[src/rtl/adc_acq_if.sv]
// Control and status bundle between the acquisition sequencer and its
// register block / frame timing / DMA neighbours.
interface adc_acq_if #(
  parameter int CNT_W = 32
);
  logic             frame_strobe;
  logic             arm;
  logic             abort;
  logic             soft_trig;
  logic             trig_sel;
  logic             ext_trig;
  logic [CNT_W-1:0] cfg_nsamples;
  logic             dma_ready;

  logic             conv_en;
  logic             sample_req;
  logic [CNT_W-1:0] sample_cnt;
  logic             acq_active;
  logic             acq_done;
  logic             overrun;
  logic [2:0]       state_o;

  modport master (
    output frame_strobe, arm, abort, soft_trig, trig_sel, ext_trig,
           cfg_nsamples, dma_ready,
    input  conv_en, sample_req, sample_cnt, acq_active, acq_done,
           overrun, state_o
  );

  modport slave (
    input  frame_strobe, arm, abort, soft_trig, trig_sel, ext_trig,
           cfg_nsamples, dma_ready,
    output conv_en, sample_req, sample_cnt, acq_active, acq_done,
           overrun, state_o
  );
endinterface

[src/rtl/adc_acq_sequencer.sv]
// ADC acquisition sequencer: arm, trigger, gate conversions for N frames and
// issue one sample_req per frame CONV_LAT cycles after its frame strobe.
//
//  state      | meaning
//  IDLE  (0)  | stopped, waiting for arm
//  ARMED (1)  | waiting for soft or external trigger
//  WAIT_FRAME | triggered, waiting for first frame strobe
//  ACQ   (3)  | converting, counting frames
//  DRAIN (4)  | last frame started, waiting for its sample_req
//  DONE  (5)  | acquisition complete
module adc_acq_sequencer #(
  parameter int CNT_W       = 32,
  parameter int CONV_LAT    = 12,
  parameter int SYNC_STAGES = 2
) (
  input logic        clk_100,
  input logic        rst_n,
  adc_acq_if.slave   acq
);
  localparam int LAT_W = $clog2(CONV_LAT + 1);

  typedef enum logic [2:0] {
    S_IDLE       = 3'd0,
    S_ARMED      = 3'd1,
    S_WAIT_FRAME = 3'd2,
    S_ACQ        = 3'd3,
    S_DRAIN      = 3'd4,
    S_DONE       = 3'd5
  } state_t;

  state_t                 state_q, state_d;
  logic [SYNC_STAGES-1:0] sync_q;
  logic                   ext_prev_q;
  logic                   ext_rise;
  logic                   trig;
  logic [CNT_W-1:0]       nsamples_q;
  logic [CNT_W-1:0]       cnt_q;
  logic [CNT_W-1:0]       cnt_inc;
  logic [LAT_W-1:0]       lat_q;
  logic                   lat_tc;
  logic                   overrun_q;
  logic                   arm_ok;

  // Edge detect runs in every state so a level held high across arm is not a trigger.
  assign ext_rise = sync_q[SYNC_STAGES-1] & ~ext_prev_q;
  assign trig     = acq.trig_sel ? ext_rise : acq.soft_trig;
  assign cnt_inc  = cnt_q + CNT_W'(1);
  assign lat_tc   = (lat_q == LAT_W'(1));
  assign arm_ok   = acq.arm && (state_q == S_IDLE || state_q == S_DONE);

  always_ff @(posedge clk_100 or negedge rst_n) begin
    if (!rst_n) begin
      state_q <= S_IDLE;
    end else begin
      state_q <= state_d;
    end
  end

  always_comb begin
    state_d = state_q;
    if (acq.abort) begin
      state_d = S_IDLE;
    end else begin
      case (state_q)
        S_IDLE, S_DONE: if (acq.arm) state_d = S_ARMED;
        S_ARMED:        if (trig) state_d = S_WAIT_FRAME;
        S_WAIT_FRAME:   if (acq.frame_strobe)
                          state_d = (nsamples_q == CNT_W'(1)) ? S_DRAIN : S_ACQ;
        S_ACQ:          if (acq.frame_strobe && nsamples_q != '0 && cnt_inc == nsamples_q)
                          state_d = S_DRAIN;
        S_DRAIN:        if (lat_tc) state_d = S_DONE;
        default:        state_d = S_IDLE;
      endcase
    end
  end

  always_ff @(posedge clk_100 or negedge rst_n) begin
    if (!rst_n) begin
      sync_q     <= '0;
      ext_prev_q <= 1'b0;
      nsamples_q <= '0;
      cnt_q      <= '0;
      lat_q      <= '0;
      overrun_q  <= 1'b0;
    end else begin
      sync_q     <= {sync_q[SYNC_STAGES-2:0], acq.ext_trig};
      ext_prev_q <= sync_q[SYNC_STAGES-1];
      if (acq.abort) begin
        // sample_cnt is kept for readout; only the pending sample_req is cancelled
        lat_q <= '0;
      end else begin
        if (arm_ok) begin
          cnt_q     <= '0;
          overrun_q <= 1'b0;
        end
        if (state_q == S_ARMED && trig) nsamples_q <= acq.cfg_nsamples;
        if (state_q == S_WAIT_FRAME && acq.frame_strobe) begin
          cnt_q <= CNT_W'(1);
          lat_q <= LAT_W'(CONV_LAT);
        end else if (state_q == S_ACQ && acq.frame_strobe) begin
          cnt_q <= cnt_inc;
          lat_q <= LAT_W'(CONV_LAT);
        end else if (lat_q != '0) begin
          lat_q <= lat_q - LAT_W'(1);
        end
        if (lat_tc && !acq.dma_ready) overrun_q <= 1'b1;
      end
    end
  end

  always_comb begin
    acq.conv_en    = (state_q == S_ACQ);
    acq.sample_req = lat_tc;
    acq.sample_cnt = cnt_q;
    acq.acq_active = (state_q == S_WAIT_FRAME) || (state_q == S_ACQ) || (state_q == S_DRAIN);
    acq.acq_done   = (state_q == S_DONE);
    acq.overrun    = overrun_q;
    acq.state_o    = state_q;
  end
endmodule

[src/flat_wrapper.sv]
// flat-port wrapper written by rule: the top's interface ports become plain ports
module adc_acq_sequencer_flat 
#(
  parameter int CNT_W       = 32,
  parameter int CONV_LAT    = 12,
  parameter int SYNC_STAGES = 2
)
  (clk_100, rst_n, acq_frame_strobe, acq_arm, acq_abort, acq_soft_trig, acq_trig_sel, acq_ext_trig, acq_cfg_nsamples, acq_dma_ready, acq_conv_en, acq_sample_req, acq_sample_cnt, acq_acq_active, acq_acq_done, acq_overrun, acq_state_o);
  adc_acq_if #(.CNT_W(CNT_W)) acq_i ();
  input logic clk_100;
  input logic rst_n;
  input wire logic [$bits(acq_i.frame_strobe)-1:0] acq_frame_strobe;
  input wire logic [$bits(acq_i.arm)-1:0] acq_arm;
  input wire logic [$bits(acq_i.abort)-1:0] acq_abort;
  input wire logic [$bits(acq_i.soft_trig)-1:0] acq_soft_trig;
  input wire logic [$bits(acq_i.trig_sel)-1:0] acq_trig_sel;
  input wire logic [$bits(acq_i.ext_trig)-1:0] acq_ext_trig;
  input wire logic [$bits(acq_i.cfg_nsamples)-1:0] acq_cfg_nsamples;
  input wire logic [$bits(acq_i.dma_ready)-1:0] acq_dma_ready;
  output wire logic [$bits(acq_i.conv_en)-1:0] acq_conv_en;
  output wire logic [$bits(acq_i.sample_req)-1:0] acq_sample_req;
  output wire logic [$bits(acq_i.sample_cnt)-1:0] acq_sample_cnt;
  output wire logic [$bits(acq_i.acq_active)-1:0] acq_acq_active;
  output wire logic [$bits(acq_i.acq_done)-1:0] acq_acq_done;
  output wire logic [$bits(acq_i.overrun)-1:0] acq_overrun;
  output wire logic [$bits(acq_i.state_o)-1:0] acq_state_o;
  assign acq_i.frame_strobe = acq_frame_strobe;
  assign acq_i.arm = acq_arm;
  assign acq_i.abort = acq_abort;
  assign acq_i.soft_trig = acq_soft_trig;
  assign acq_i.trig_sel = acq_trig_sel;
  assign acq_i.ext_trig = acq_ext_trig;
  assign acq_i.cfg_nsamples = acq_cfg_nsamples;
  assign acq_i.dma_ready = acq_dma_ready;
  assign acq_conv_en = acq_i.conv_en;
  assign acq_sample_req = acq_i.sample_req;
  assign acq_sample_cnt = acq_i.sample_cnt;
  assign acq_acq_active = acq_i.acq_active;
  assign acq_acq_done = acq_i.acq_done;
  assign acq_overrun = acq_i.overrun;
  assign acq_state_o = acq_i.state_o;
  adc_acq_sequencer #(.CNT_W(CNT_W), .CONV_LAT(CONV_LAT), .SYNC_STAGES(SYNC_STAGES)) u_core (.clk_100(clk_100), .rst_n(rst_n), .acq(acq_i));
endmodule
[config.mk]
export PLATFORM = sky130hd
export DESIGN_NAME = adc_acq_sequencer_flat
export DESIGN_NICKNAME = d
export VERILOG_FILES = /design/src/rtl/adc_acq_if.sv /design/src/rtl/adc_acq_sequencer.sv /design/src/flat_wrapper.sv
export SDC_FILE = /design/constraint.sdc
export NUM_CORES = 1
export LEC_CHECK = 0
export CAP_MARGIN = 20
export CORE_ASPECT_RATIO = 1.25
export CORE_MARGIN = 2
export CORE_UTILIZATION = 54
export DETAILED_ROUTE_END_ITERATION = 12
export GPL_ROUTABILITY_DRIVEN = 0
export MAX_ROUTING_LAYER = met4
export PLACE_DENSITY = 0.87
export SYNTH_ARGS = -nofsm -noshare
export SYNTH_HDL_FRONTEND = slang
export SYNTH_SLANG_ARGS = --single-unit
[constraint.sdc]
create_clock -name clk_100 -period 2.9 [get_ports clk_100]
set_input_delay 0.725 -clock clk_100 [delete_from_list [all_inputs] [get_ports clk_100]]
set_output_delay 0.725 -clock clk_100 [all_outputs]
set_load 0.02 [all_outputs]
# Yosys cells after proc, flatten, opt, wreduce, memory -nomap -nowiden
# Cells that the tools add are included.
# word_totals
output_inout_bits,40
wordCells,65
register_bits,75
input_bits,41
# classes
muxes,18
eq_ne,13
bitwise_logic,3
n_addsub,2
reduce_logical,22
# op_table
cell,n
$mux 32,3
$add 32x1->32 const B,1
$eq 32x1->1 const B,1
$eq 32x32->1,1
$reduce_bool 32->1,1
$mux 3,7
$mux 4,4
$pmux 3 s5,1
$ne 3x2->1 const B,3
$reduce_bool 4->1,2
$logic_and 1x1->1,7
$eq 3x2->1 const B,2
$eq 3x3->1 const B,2
$ne 3x3->1 const B,2
$reduce_and 2->1,3
$reduce_and 5->1,1
$eq 4x1->1 const B,1
$sub 4x1->4 const B,1
$eq 3x1->1 const B,1
$logic_not 3->1,1
$logic_or 1x1->1,3
$mux 1,3
$reduce_bool 3->1,1
$not 1->1,2
other kinds (4),4

# Logic depth before layout (Yosys ltp)
# logic_depth
word_depth,6
mapped_depth,10
depth_no_buf,9

# Worst setup path after synthesis
# OpenSTA, ideal clock, no wires.
# synth_path
kind,register to register
startpoint,"register u_core.cnt_q[0], in the netlist u_core.acq.sample_cnt[0]"
endpoint,"register u_core.state_q[0], in the netlist u_core.acq.state_o[0]"
setup_time_ns,0.096
path_stages_with_launch,11
synth_period_minus_slack_ns,2.803
arrival_ns,2.707
path_buffers,1
required_time_ns,2.804
path_slack_ns,0.097
path_cell_list,dfrtp_1 > ha_1 > nand3_2 > or4_1 > buf_6 > or3_1 > o211a_1 > nand4_1 > nor4_2 > and3_1 > a311oi_2
# synth_via
elab_chain_len,5
# synth_rtl
item,line_no,rtl
from (decl),adc_acq_sequencer.sv:37,logic [CNT_W-1:0] cnt_q;
from (signal assigned),adc_acq_sequencer.sv:101,cnt_q <= cnt_inc;
$add 32x1->32,adc_acq_sequencer.sv:47,assign cnt_inc = cnt_q + CNT_W'(1);
$eq 32x32->1,adc_acq_sequencer.sv:69,S_ACQ: if (acq.frame_strobe && nsamples_q != '0 && cnt_inc == nsamples_q)
$logic_and 1x1->1,adc_acq_sequencer.sv:69,
$ne 3x2->1 (no source line),--,
$reduce_and 5->1 (no source line),--,
to (signal assigned),adc_acq_sequencer.sv:55,state_q <= state_d;
to (decl),adc_acq_sequencer.sv:31,"state_t state_q, state_d;"
# No other way between the ends.
# A chain may end at the register's enable or synchronous reset.

# Final worst setup path
# layout_path
startpoint,"register u_core.cnt_q[6], in the netlist u_core.acq.sample_cnt[6]"
endpoint,"register u_core.state_q[0], in the netlist u_core.acq.state_o[0]"
# The elaborated chain is that of the path after synthesis.

==> report_table.html <==
<table>
<tr><th>Metric</th><th>Value</th></tr>
<tr><th colspan="2">Clocking</th></tr>
<tr><td>Number of hold-repair buffers added at the cts stage</td><td>0</td></tr>
<tr><td>Maximum count of clock buffers along a single path</td><td>2</td></tr>
<tr><td>Root Driver</td><td>sky130_fd_sc_hd__clkbuf_8</td></tr>
<tr><td>CTS sink cnt</td><td>75</td></tr>
<tr><td>Maximum level of the CTS H-tree</td><td>3</td></tr>
<tr><td>CTS buffer count</td><td>9</td></tr>
<tr><td>Clock-pin slew of the registers on the worst-case setup and hold paths</td><td>0.08 ns</td></tr>
<tr><td>CTS tree</td><td>done</td></tr>
<tr><td>Worst skew pair latency</td><td>~0.36 ns</td></tr>
<tr><th colspan="2">Routing</th></tr>
<tr><td>Average detailed-routed wire length per instance</td><td>19.1 um</td></tr>
<tr><td>Number of search-and-repair iterations in the first detailed-routing pass</td><td>7</td></tr>
<tr><td>Number of design rule violations left after detail routing</td><td>0</td></tr>
<tr><td>Vias per inst</td><td>approximately 6.4</td></tr>
<tr><td>Total number of vias</td><td>4,666</td></tr>
<tr><td>Number of violations reported at the end of detailed-routing iteration 0</td><td>513</td></tr>
<tr><td>Final wirelength</td><td>between 10,000 and 15,000 um</td></tr>
<tr><td>Post-detailed-route count of antenna-violating nets</td><td>0</td></tr>
<tr><th colspan="2">Setup path</th></tr>
<tr><td>Critical Path Fanout Max</td><td>10</td></tr>
<tr><td>Worst setup slack for register-to-register paths</td><td>0.07 ns</td></tr>
<tr><td>Kind of capture point of the worst setup path</td><td>register</td></tr>
<tr><td>Required arrival time at the worst endpoint</td><td>3.11 ns</td></tr>
<tr><td>Startpoint types</td><td>register</td></tr>
<tr><td>R2r worst-path depth</td><td>9</td></tr>
<tr><td>Category of the critical setup timing path</td><td>register to register</td></tr>
<tr><td>Worst Path Arrival</td><td>about 3 ns</td></tr>
<tr><td>Crit Reg-Reg Startpoint</td><td>u_core.acq.sample_cnt[6]</td></tr>
<tr><td>Reg-to-reg critical path endpoint</td><td>u_core.acq.state_o[0]</td></tr>
<tr><th colspan="2">Final layout</th></tr>
<tr><td>Antenna diode count</td><td>0</td></tr>
<tr><td>Fillers</td><td>653</td></tr>
<tr><td>Share of the core filled with cells</td><td>0.709</td></tr>
<tr><td>Final Instance Area</td><td>6100 sq um</td></tr>
<tr><td>Fraction of layout cells with a size suffix above 1</td><td>0.167</td></tr>
<tr><td>Number of nets in the layout</td><td>650</td></tr>
<tr><td>P&amp;R area growth vs syn</td><td>28.2%</td></tr>
<tr><th colspan="2">Timing</th></tr>
<tr><td>Number of hold-slack violations in the final timing report</td><td>0</td></tr>
<tr><td>Fin. max-slew vios</td><td>0</td></tr>
<tr><td>Unrepaired setup endpoints after global routing</td><td>true</td></tr>
<tr><td>Ratio of final minimum period to clock period</td><td>0.976</td></tr>
<tr><td>Worst clock skew</td><td>0.0108 ns</td></tr>
<tr><td>Final Critical Period</td><td>roughly 2.8 ns</td></tr>
<tr><td>Slew @ Worst Pin</td><td>0.741 ns</td></tr>
<tr><td>Worst setup margin</td><td>a little under 0.07 ns</td></tr>
<tr><td>Endpoints failing setup</td><td>0</td></tr>
<tr><td>Worst-case headroom to the max-slew limit</td><td>0.501</td></tr>
<tr><td>Fin Setup TNS</td><td>0 ns</td></tr>
<tr><td>Post-Route Hold Slack</td><td>between 0.3 and 0.4 ns</td></tr>
<tr><td>Achievable clock frequency</td><td>around 350 MHz</td></tr>
<tr><th colspan="2">Placement</th></tr>
<tr><td>Placed inst area</td><td>5790 sq um</td></tr>
<tr><td>Worst setup slack before clock tree synthesis</td><td>0.110 ns</td></tr>
<tr><td>Placed wire-length estimate</td><td>9750 um</td></tr>
<tr><td>PortBufs</td><td>80</td></tr>
<tr><th colspan="2">Synth</th></tr>
<tr><td>Biggest area contributors in the synthesized netlist</td><td>sky130_fd_sc_hd__dfrtp_1 (39%), sky130_fd_sc_hd__mux2_2 (7.3%), sky130_fd_sc_hd__o21ai_0 (4.5%)</td></tr>
<tr><td>Predominant post-synthesis flop cell</td><td>sky130_fd_sc_hd__dfrtp_1</td></tr>
<tr><td>Fraction of the yosys area taken by sequential cells</td><td>0.394</td></tr>
<tr><td>Portion of synthesized cell area occupied by the leading cell type</td><td>0.394</td></tr>
<tr><td>Mean Syn Cell Area</td><td>9.17 sq um</td></tr>
<tr><td>Largest area contributor in the synthesized netlist</td><td>sky130_fd_sc_hd__dfrtp_1</td></tr>
<tr><td>Yosys warns</td><td>0</td></tr>
<tr><td>Cell area after technology mapping</td><td>4760 sq um</td></tr>
<tr><td>Ranking of synthesized cells by instance count</td><td>sky130_fd_sc_hd__dfrtp_1 (75), sky130_fd_sc_hd__o21ai_0 (43), sky130_fd_sc_hd__nand2_1 (40)</td></tr>
<tr><td>Count of cell types in the netlist</td><td>59</td></tr>
<tr><td>Synth Net Count</td><td>564</td></tr>
<tr><td>Most common cell in the synthesized netlist</td><td>sky130_fd_sc_hd__dfrtp_1</td></tr>
<tr><td>Count of flip-flops with a built-in enable after synthesis</td><td>0</td></tr>
<tr><td>Synthesized flop and latch total</td><td>75</td></tr>
<tr><td>Synthesized netlist cell count</td><td>519</td></tr>
<tr><td>Share of flip-flops with an asynchronous set or reset</td><td>1.00</td></tr>
<tr><th colspan="2">Run status</th></tr>
<tr><td>Result of the run</td><td>finished, final reports clean</td></tr>
<tr><th colspan="2">GRT</th></tr>
<tr><td>Largest net degree at the start of global routing</td><td>76</td></tr>
<tr><td>Grt ovf</td><td>0</td></tr>
<tr><td>Wire length of the first global-routing pass</td><td>22,400 um</td></tr>
<tr><td>Total routing usage reported by global routing</td><td>0.312</td></tr>
<tr><td>Antenna violations before repair</td><td>0</td></tr>
<tr><td>Via count of the first global-routing pass</td><td>4,466</td></tr>
<tr><th colspan="2">Power and ir drop</th></tr>
<tr><td>Leakage power total</td><td>0.00245 uW</td></tr>
<tr><td>Largest voltage drop on the vdd net</td><td>between 300 and 400 uV</td></tr>
<tr><td>Power per cell area</td><td>around 630 nW/um^2</td></tr>
<tr><th colspan="2">Floorplanning</th></tr>
<tr><td>I/O pin cnt</td><td>between 80 and 90</td></tr>
<tr><td>Chip width</td><td>88.0 um</td></tr>
<tr><td>Chip Height</td><td>109 um</td></tr>
<tr><td>Row count</td><td>38</td></tr>
<tr><td>Core area</td><td>between 8000 and 9000 sq um</td></tr>
<tr><td>Die area</td><td>9590 sq um</td></tr>
<tr><td>Effective utilization at floorplan</td><td>0.553</td></tr>
<tr><th colspan="2">Hold path</th></tr>
<tr><td>Class of the most critical hold timing path</td><td>register to register</td></tr>
<tr><td>Min-Delay Endpoint</td><td>u_core.sync_q[1]</td></tr>
<tr><td>Depth of the worst hold-timing path</td><td>0</td></tr>
<tr><td>Beginning of the worst hold path</td><td>u_core.sync_q[0]</td></tr>
<tr><th colspan="2">Job</th></tr>
<tr><td>Number of violations of the max-capacitance limit</td><td>0</td></tr>
</table>
[power breakdown]
group | switching [uW] | internal [uW] | total [uW]
clock | 392 | 592 | 985
sequential | 345 | 1310 | 1660
combinational | 572 | 630 | 1200
[metrics by stage]
step	power (uW)	std cells
detailed placement	2830	713
finish	3840	730
CTS	3820	729
global route	4030	730
global placement	2770	713
floorplan	2400	519
[critical path, stage by stage, from the launching register on]
cell                       delay, ns
sky130_fd_sc_hd__dfrtp_1        0.49
sky130_fd_sc_hd__nand4_1        0.23
sky130_fd_sc_hd__or4_1          0.52
sky130_fd_sc_hd__buf_4          0.20
sky130_fd_sc_hd__nor3_4         0.24
sky130_fd_sc_hd__xnor2_1        0.14
sky130_fd_sc_hd__nand4_1        0.13
sky130_fd_sc_hd__nor4_2         0.36
sky130_fd_sc_hd__and3_1         0.25
sky130_fd_sc_hd__a311oi_2       0.11
[per-layer routing]
metal  vias up  GRT usage  share of wire
li1       2090          -              -
met1      2207      0.373           0.39
met2       290      0.486           0.48
met3        79     0.0651          0.081
met4         0      0.181          0.055
met5         -          -              0
[state kept, by name, indices dropped and copies added, names as in the netlist]
signal,count
u_core.acq.sample_cnt,32
u_core.nsamples_q,32
u_core.lat_q,4
u_core.acq.state_o,3
u_core.sync_q,2
u_core.acq.overrun,1
u_core.ext_prev_q,1
[area by class of cell]
type	count	area (sq um)	area share
Multi-Input combinational cell	399	2750	0.450
Sequential cell	75	1890	0.309
Timing Repair Buffer	109	1040	0.170
Tap cell	120	150	0.0246
Clock buffer	11	141	0.0232
Clock inverter	5	100	0.0164
Inverter	11	41.3	0.00677
[layout by cell type, fill, tap and decap left out, types with 11 or more instances in the layout]
cell type	Yosys	routed
sky130_fd_sc_hd__nand4_1	21	21
sky130_fd_sc_hd__nor4_1	16	13
sky130_fd_sc_hd__dfrtp_1	75	68
sky130_fd_sc_hd__and3_1	12	12
sky130_fd_sc_hd__buf_4	3	27
sky130_fd_sc_hd__xor2_1	19	19
sky130_fd_sc_hd__xnor2_1	24	24
sky130_fd_sc_hd__mux2_2	31	31
sky130_fd_sc_hd__nand3_1	12	11
sky130_fd_sc_hd__nand2_1	40	40
sky130_fd_sc_hd__and4_1	11	11
sky130_fd_sc_hd__o31ai_1	12	12
sky130_fd_sc_hd__nor3_1	14	12
sky130_fd_sc_hd__inv_1	11	11
sky130_fd_sc_hd__a21oi_1	21	21
sky130_fd_sc_hd__nor2_1	38	38
sky130_fd_sc_hd__o21ai_0	43	43
sky130_fd_sc_hd__clkdlybuf4s50_1	0	79
[worst max path at each step]
| stage | start | slack, ns | cells past startpoint | endpoint |
|---|---|---|---|---|
| final | u_core.acq.sample_cnt[6] | 0.07 | 9 | u_core.acq.state_o[0] |
| after global routing | u_core.acq.sample_cnt[7] | -0.05 | 9 | u_core.acq.state_o[0] |
| after CTS | u_core.acq.state_o[1] | 0.07 | 5 | acq_conv_en |
| after detailed placement | u_core.acq.sample_cnt[1] | 0.11 | 10 | u_core.acq.state_o[0] |
| after global placement | u_core.acq.sample_cnt[1] | 0.19 | 10 | u_core.acq.state_o[0] |
| after floorplan | u_core.acq.sample_cnt[0] | 0.1 | 10 | u_core.acq.state_o[0] |
[cells by family after synthesis]
logic type               after synthesis  synth area share
buffers and inverters                 45            0.0423
adder cells (fa/ha/maj)                4            0.0105
AO/OA/AOI/OAI                        116             0.155
multiplexers                          33            0.0775
XOR/XNOR                              43            0.0791
AND/OR/NAND/NOR                      203             0.242
flip-flops                            75             0.394
[what timing repair did]
item | 4_1_cts | 5_1_grt
setup buffers | 0 | 1
endpoints found under the setup margin | 0 | 4
gates resized for setup | 0 | 15
No activity file was read; power rests on OpenSTA's default activity.
==> variant 1: new RTL, config.mk and constraints unchanged <==
`CONV_LAT` is set to 12 in 2 places; all go to 14.
--- a/src/rtl/adc_acq_sequencer.sv
+++ b/src/rtl/adc_acq_sequencer.sv
@@ -11,5 +11,5 @@
 module adc_acq_sequencer #(
   parameter int CNT_W       = 32,
-  parameter int CONV_LAT    = 12,
+  parameter int CONV_LAT    = 14,
   parameter int SYNC_STAGES = 2
 ) (
--- a/src/flat_wrapper.sv
+++ b/src/flat_wrapper.sv
@@ -3,5 +3,5 @@
 #(
   parameter int CNT_W       = 32,
-  parameter int CONV_LAT    = 12,
+  parameter int CONV_LAT    = 14,
   parameter int SYNC_STAGES = 2
 )
Behaviour: no difference found for any inputs over 10 cycles, from zero or initial values and one cycle with rst_n low; that may be too few to reach the edited logic, so the function may still have changed.
==> variant 1 against the unedited design <==
  * Design area fell by 2.8%
  * Worst hold slack better by 0.0061 ns
  * Fmax down 0.94%
  * Sequential share of layout area grew 1.0 points
  * Worst setup slack worse by 0.027 ns
  * Non-clock buffer count is 10 higher
  * Critical endpoint unchanged
  * Sequential power shrank 9%
  * Synthesized area fell by 4.7%
  * Largest cell class unchanged
  * Wire length shrank 6.4%
  * Critical path depth decreased by 2
  * Largest power group unchanged
  * Total power down 16%
  * Sequential cell count is the same
==> variant 1: results (changes against the unedited design) <==
* Status: finished clean (unchanged)
* Yosys Warn Count at 0 (unchanged)
* Adder-Cell Fraction of Synth Area at 0.0110 (was 0.0105)
* Reg2Reg Launch Point: u_core.acq.sample_cnt[17] (was u_core.acq.sample_cnt[6])
* Highest-delay cell along the critical path: or4_4 (was or4_1)
* Placed cell area at 5650 um2 (was 5790 um2)
* Largest net degree at the start of global routing at 52 (was 76)
* Synth unique cells at 51 (was 59)
* Worst-path maximum fanout at 6 (was 10)
* Cell family contributing the most delay on the critical path: simple AND/OR/NAND/NOR gates (unchanged)
* Hold_buf cts at 0 (unchanged)
* Worst path max stage delay at 0.55 ns (was 0.52 ns)
* Yosys top cell area share at 0.414 (was 0.394)
* Drt total wl at 13,000 um (was 13,900 um)
* R2R depth at 7 (was 9)
* Area contributors post-synth: dfrtp_1, xnor2_1, mux2_2 (was dfrtp_1, mux2_2, o21ai_0)
* Mux contribution to synthesized area at 0.0814 (was 0.0775)
* Post-DP HPWL at 9430 um (was 9750 um)
* Initial DRC Count at 362 (was 513)
* Post-synth top cells: dfrtp_1, o21ai_0, xnor2_1 (was dfrtp_1, o21ai_0, nand2_1)
* Relative slew slack at 0.555 (was 0.501)
* Syn-to-layout area delta at 30.7% (was 28.2%)
* Router iterations before antenna repair at 5 (was 7)
* Min cycle time layout at 2.86 ns (was 2.83 ns)
* Fillers at 613 (was 653)
* Place WS at -0.0770 ns (was 0.110 ns)
* Worst clock skew at 0.0115 ns (was 0.0108 ns)
* Latest clock arrival within the worst-skew pair at 0.35 ns
* Vias in the first global route at 4,356 (was 4,466)
* XOR/XNOR share of the synthesized area at 0.102 (was 0.0791)
* Compound-Gate Fraction of Synth Area at 0.153 (was 0.155)
* Vias per Instance at 6.42 (was 6.39)
* Register area share after synthesis at 0.414 (was 0.394)
* First-pass GRT wire length at 20,800 um (was 22,400 um)
* Leakage at 2.28 nW (was 2.45 nW)
* WP data arrival at 3.10 ns (was 3.04 ns)
* Syn Nets at 531 (was 564)
* NumNets Final at 631 (was 650)
* Post-CTS Resized at 2 (was 0)
variant 1: kinds of logic after synthesis:
| logic type | count (synthesis) |
|---|---|
| AND/OR/NAND/NOR | 170 |
| AO/OA/AOI/OAI | 108 |
| flip-flops | 75 |
| XOR/XNOR | 53 |
| buffers and inverters | 43 |
| multiplexers | 33 |
| adder cells (fa/ha/maj) | 4 |
variant 1: worst min-delay path by stage:
stage	start	to	slack [ns]	depth (start not counted)
floorplan	u_core.sync_q[0]	u_core.sync_q[1]	0.33	0
finish	u_core.sync_q[0]	u_core.sync_q[1]	0.36	0
detailed placement	u_core.sync_q[0]	u_core.sync_q[1]	0.34	0
CTS	u_core.sync_q[0]	u_core.sync_q[1]	0.36	0
global route	u_core.sync_q[0]	u_core.sync_q[1]	0.37	0
global placement	u_core.sync_q[0]	u_core.sync_q[1]	0.34	0
variant 1: area by class of cell:
cell class	instances	area share
Clock inverter	3	0.00253
Sequential cell	75	0.319
Tap cell	97	0.0205
Multi-Input combinational cell	368	0.441
Timing Repair Buffer	119	0.184
Inverter	13	0.00823
Clock buffer	13	0.0251
variant 1: per-stage QoR:
stage,std cells,hold slack (ns),TNS [ns],power [W]
3_5_place_dp,671,0.336,-0.132,0.00251
5_1_grt,688,0.367,-0.00227,0.00341
3_3_place_gp,671,0.337,0,0.00246
4_1_cts,687,0.363,0,0.00322
2_1_floorplan,486,0.331,0,0.00217
6_report,688,0.360,0,0.00324
variant 1: power by group:
group	switching, W	internal (W)
registers	0.000246	0.00127
clock network	0.000379	0.000331
logic	0.000474	0.000548
total	0.00110	0.00215
variant 1: layer usage:
metal	up-vias	part of all wire	track usage
li1	1983	-	-
met2	251	0.52	0.495
met1	2124	0.37	0.338
met5	-	0	-
met4	0	0.047	0.144
met3	61	0.065	0.0528
==> variant 2: new RTL, same flow settings <==
Without the edit above. Make the reset (`rst_n`) synchronous in 2 clocked blocks.
--- a/src/rtl/adc_acq_sequencer.sv
+++ b/src/rtl/adc_acq_sequencer.sv
@@ -49,5 +49,5 @@
   assign arm_ok   = acq.arm && (state_q == S_IDLE || state_q == S_DONE);
 
-  always_ff @(posedge clk_100 or negedge rst_n) begin
+  always_ff @(posedge clk_100) begin
     if (!rst_n) begin
       state_q <= S_IDLE;
@@ -75,5 +75,5 @@
   end
 
-  always_ff @(posedge clk_100 or negedge rst_n) begin
+  always_ff @(posedge clk_100) begin
     if (!rst_n) begin
       sync_q     <= '0;
Function: differs if rst_n is asserted again (counterexample within 4 cycles, from zero or initial values and one cycle with rst_n low); with rst_n held inactive, the same outputs for 10 cycles.
==> variant 2 against the unedited design <==
  * Synthesized area shrank 1.8%
  * Wire length fell by 1.8%
  * Worst setup slack better by 0.050 ns
  * Design area shrank 3.9%
  * Sequential share of layout area down 5.3 points
  * Global-route usage shrank 1.1 points
  * Sequential cell count did not move
  * Largest cell class unchanged
  * Highest routed layer unchanged
Power is not compared: it rests on default switching activity, and its combinational part moved more than twofold at a synthesized area within 25%.
==> variant 2: results (changes against the unedited design) <==
* Status: finished clean (unchanged)
* Highest-delay cell along the critical path: clkdlybuf4s50_1 (was or4_1)
* WL met2 at 6530 um (was 6660 um)
* Gr usage total at 0.302 (was 0.312)
* Router iterations before antenna repair at 6 (was 7)
* Vias in the first global route at 4,651 (was 4,466)
* Met3 Use GR at 0.0443 (was 0.0651)
* Port Buffer Count at 80 (unchanged)
* Cell family contributing the most delay on the critical path: buffers and inverters (was simple AND/OR/NAND/NOR gates)
* Met1 Usage GRT at 0.366 (was 0.373)
* Place WS at 0.0879 ns (was 0.110 ns)
* Largest net degree at the start of global routing at 35 (was 76)
* Register area share after synthesis at 0.321 (was 0.394)
* Worst Hold Class: reg -> reg (unchanged)
* Setup Fix Bufs, Post-CTS at 0 (unchanged)
* Worst clock skew at 0.00523 ns (was 0.0108 ns)
* R2R depth at 6 (was 9)
* Post-DP HPWL at 9890 um (was 9750 um)
* CTS buffer count at 9 (unchanged)
* Relative slew slack at 0.657 (was 0.501)
* Placed cell area at 5630 um2 (was 5790 um2)
* Post-synth top cells: nand2_1, dfxtp_1, a21boi_0 (was dfrtp_1, o21ai_0, nand2_1)
* Worst path max stage delay at 0.59 ns (was 0.52 ns)
* Wl on met1 at 5430 um (was 5380 um)
* Vias per Instance at 6.16 (was 6.39)
* Share of layout cells above drive strength 1 at 0.0847 (was 0.167)
* Power share of the combinational group at 0.135
* Latest clock arrival within the worst-skew pair at 0.36 ns (about the same)
* Met3 WL at 1230 um (was 1120 um)
* Met2 usage at 0.481 (was 0.486)
* WP data arrival at 2.06 ns (was 3.04 ns)
* Fillers at 657 (was 653)
* NumNets Final at 748 (was 650)
* Synth async-reset ratio at 0 (was 1.00)
* Leakage at between 2 and 2.5 nW
* Initial DRC Count at 559 (was 513)
* Drt total wl at 13,700 um (was 13,900 um)
* P_comb at roughly 0.00031 W
* Synth Flop Type: dfxtp_1 (was dfrtp_1)
* CTS H-Tree Depth at 3 (unchanged)
* Area contributors post-synth: dfxtp_1, nand2_1, a21boi_0 (was dfrtp_1, mux2_2, o21ai_0)
* First-pass GRT wire length at 21,800 um (was 22,400 um)
* Syn Nets at 672 (was 564)
* Worst-path maximum fanout at 3 (was 10)
* Clock Tree Buf Depth at 2 (unchanged)
* Hold depth at 1 (was 0)
-- variant 2: cell count changes after synthesis, moves of 30 or more --
cell | before | now
mux2_2 | 31 | 1
nand2_1 | 40 | 128
dfxtp_1 | 0 | 75
a21boi_0 | 0 | 37
dfrtp_1 | 75 | 0
-- variant 2: repair_timing --
action,in CTS,in global routing
hold buffers,0,0
resized for setup,0,5
setup endpoints to repair,0,4
-- variant 2: metrics by stage --
stage | hold WS (ns) | util | instances
floorplan | 0.412 | - | 627
global placement | 0.428 | 0.676 | 789
detailed placement | 0.424 | 0.676 | 789
CTS | 0.456 | 0.702 | 805
global route | 0.475 | 0.704 | 805
finish | 0.459 | 0.704 | 805
-- variant 2: layout make-up --
type	instances	area (um2)	share of cell area
multi-input cells	497	2950	0.504
flip-flops and latches	75	1500	0.256
repair buffers	111	1030	0.176
clock buffers	12	145	0.0247
well taps	97	121	0.0207
clock inverters	4	73.8	0.0126
inverters	9	33.8	0.00576
-- variant 2: path summary, 6_finish.rpt --
path / slack (ns) / from / to
worst max register to register: 0.24 / u_core.acq.sample_cnt[13] / u_core.acq.sample_cnt[30]
worst min-delay path: 0.46 / u_core.sync_q[0] / u_core.sync_q[1]
worst min register to register: 0.46 / u_core.sync_q[0] / u_core.sync_q[1]
worst max-delay path: 0.12 / u_core.lat_q[1] / acq_sample_req
-- variant 2: cell families (layout without fill, tap and decap cells) --
logic type | Yosys count | count (layout) | synth area share
multiplexers | 4 | 4 | 0.00884
AO/OA/AOI/OAI | 133 | 133 | 0.185
flip-flops | 75 | 75 | 0.321
buffers and inverters | 55 | 136 | 0.0487
XOR/XNOR | 48 | 48 | 0.0900
AND/OR/NAND/NOR | 308 | 308 | 0.336
adder cells (fa/ha/maj) | 4 | 4 | 0.0107
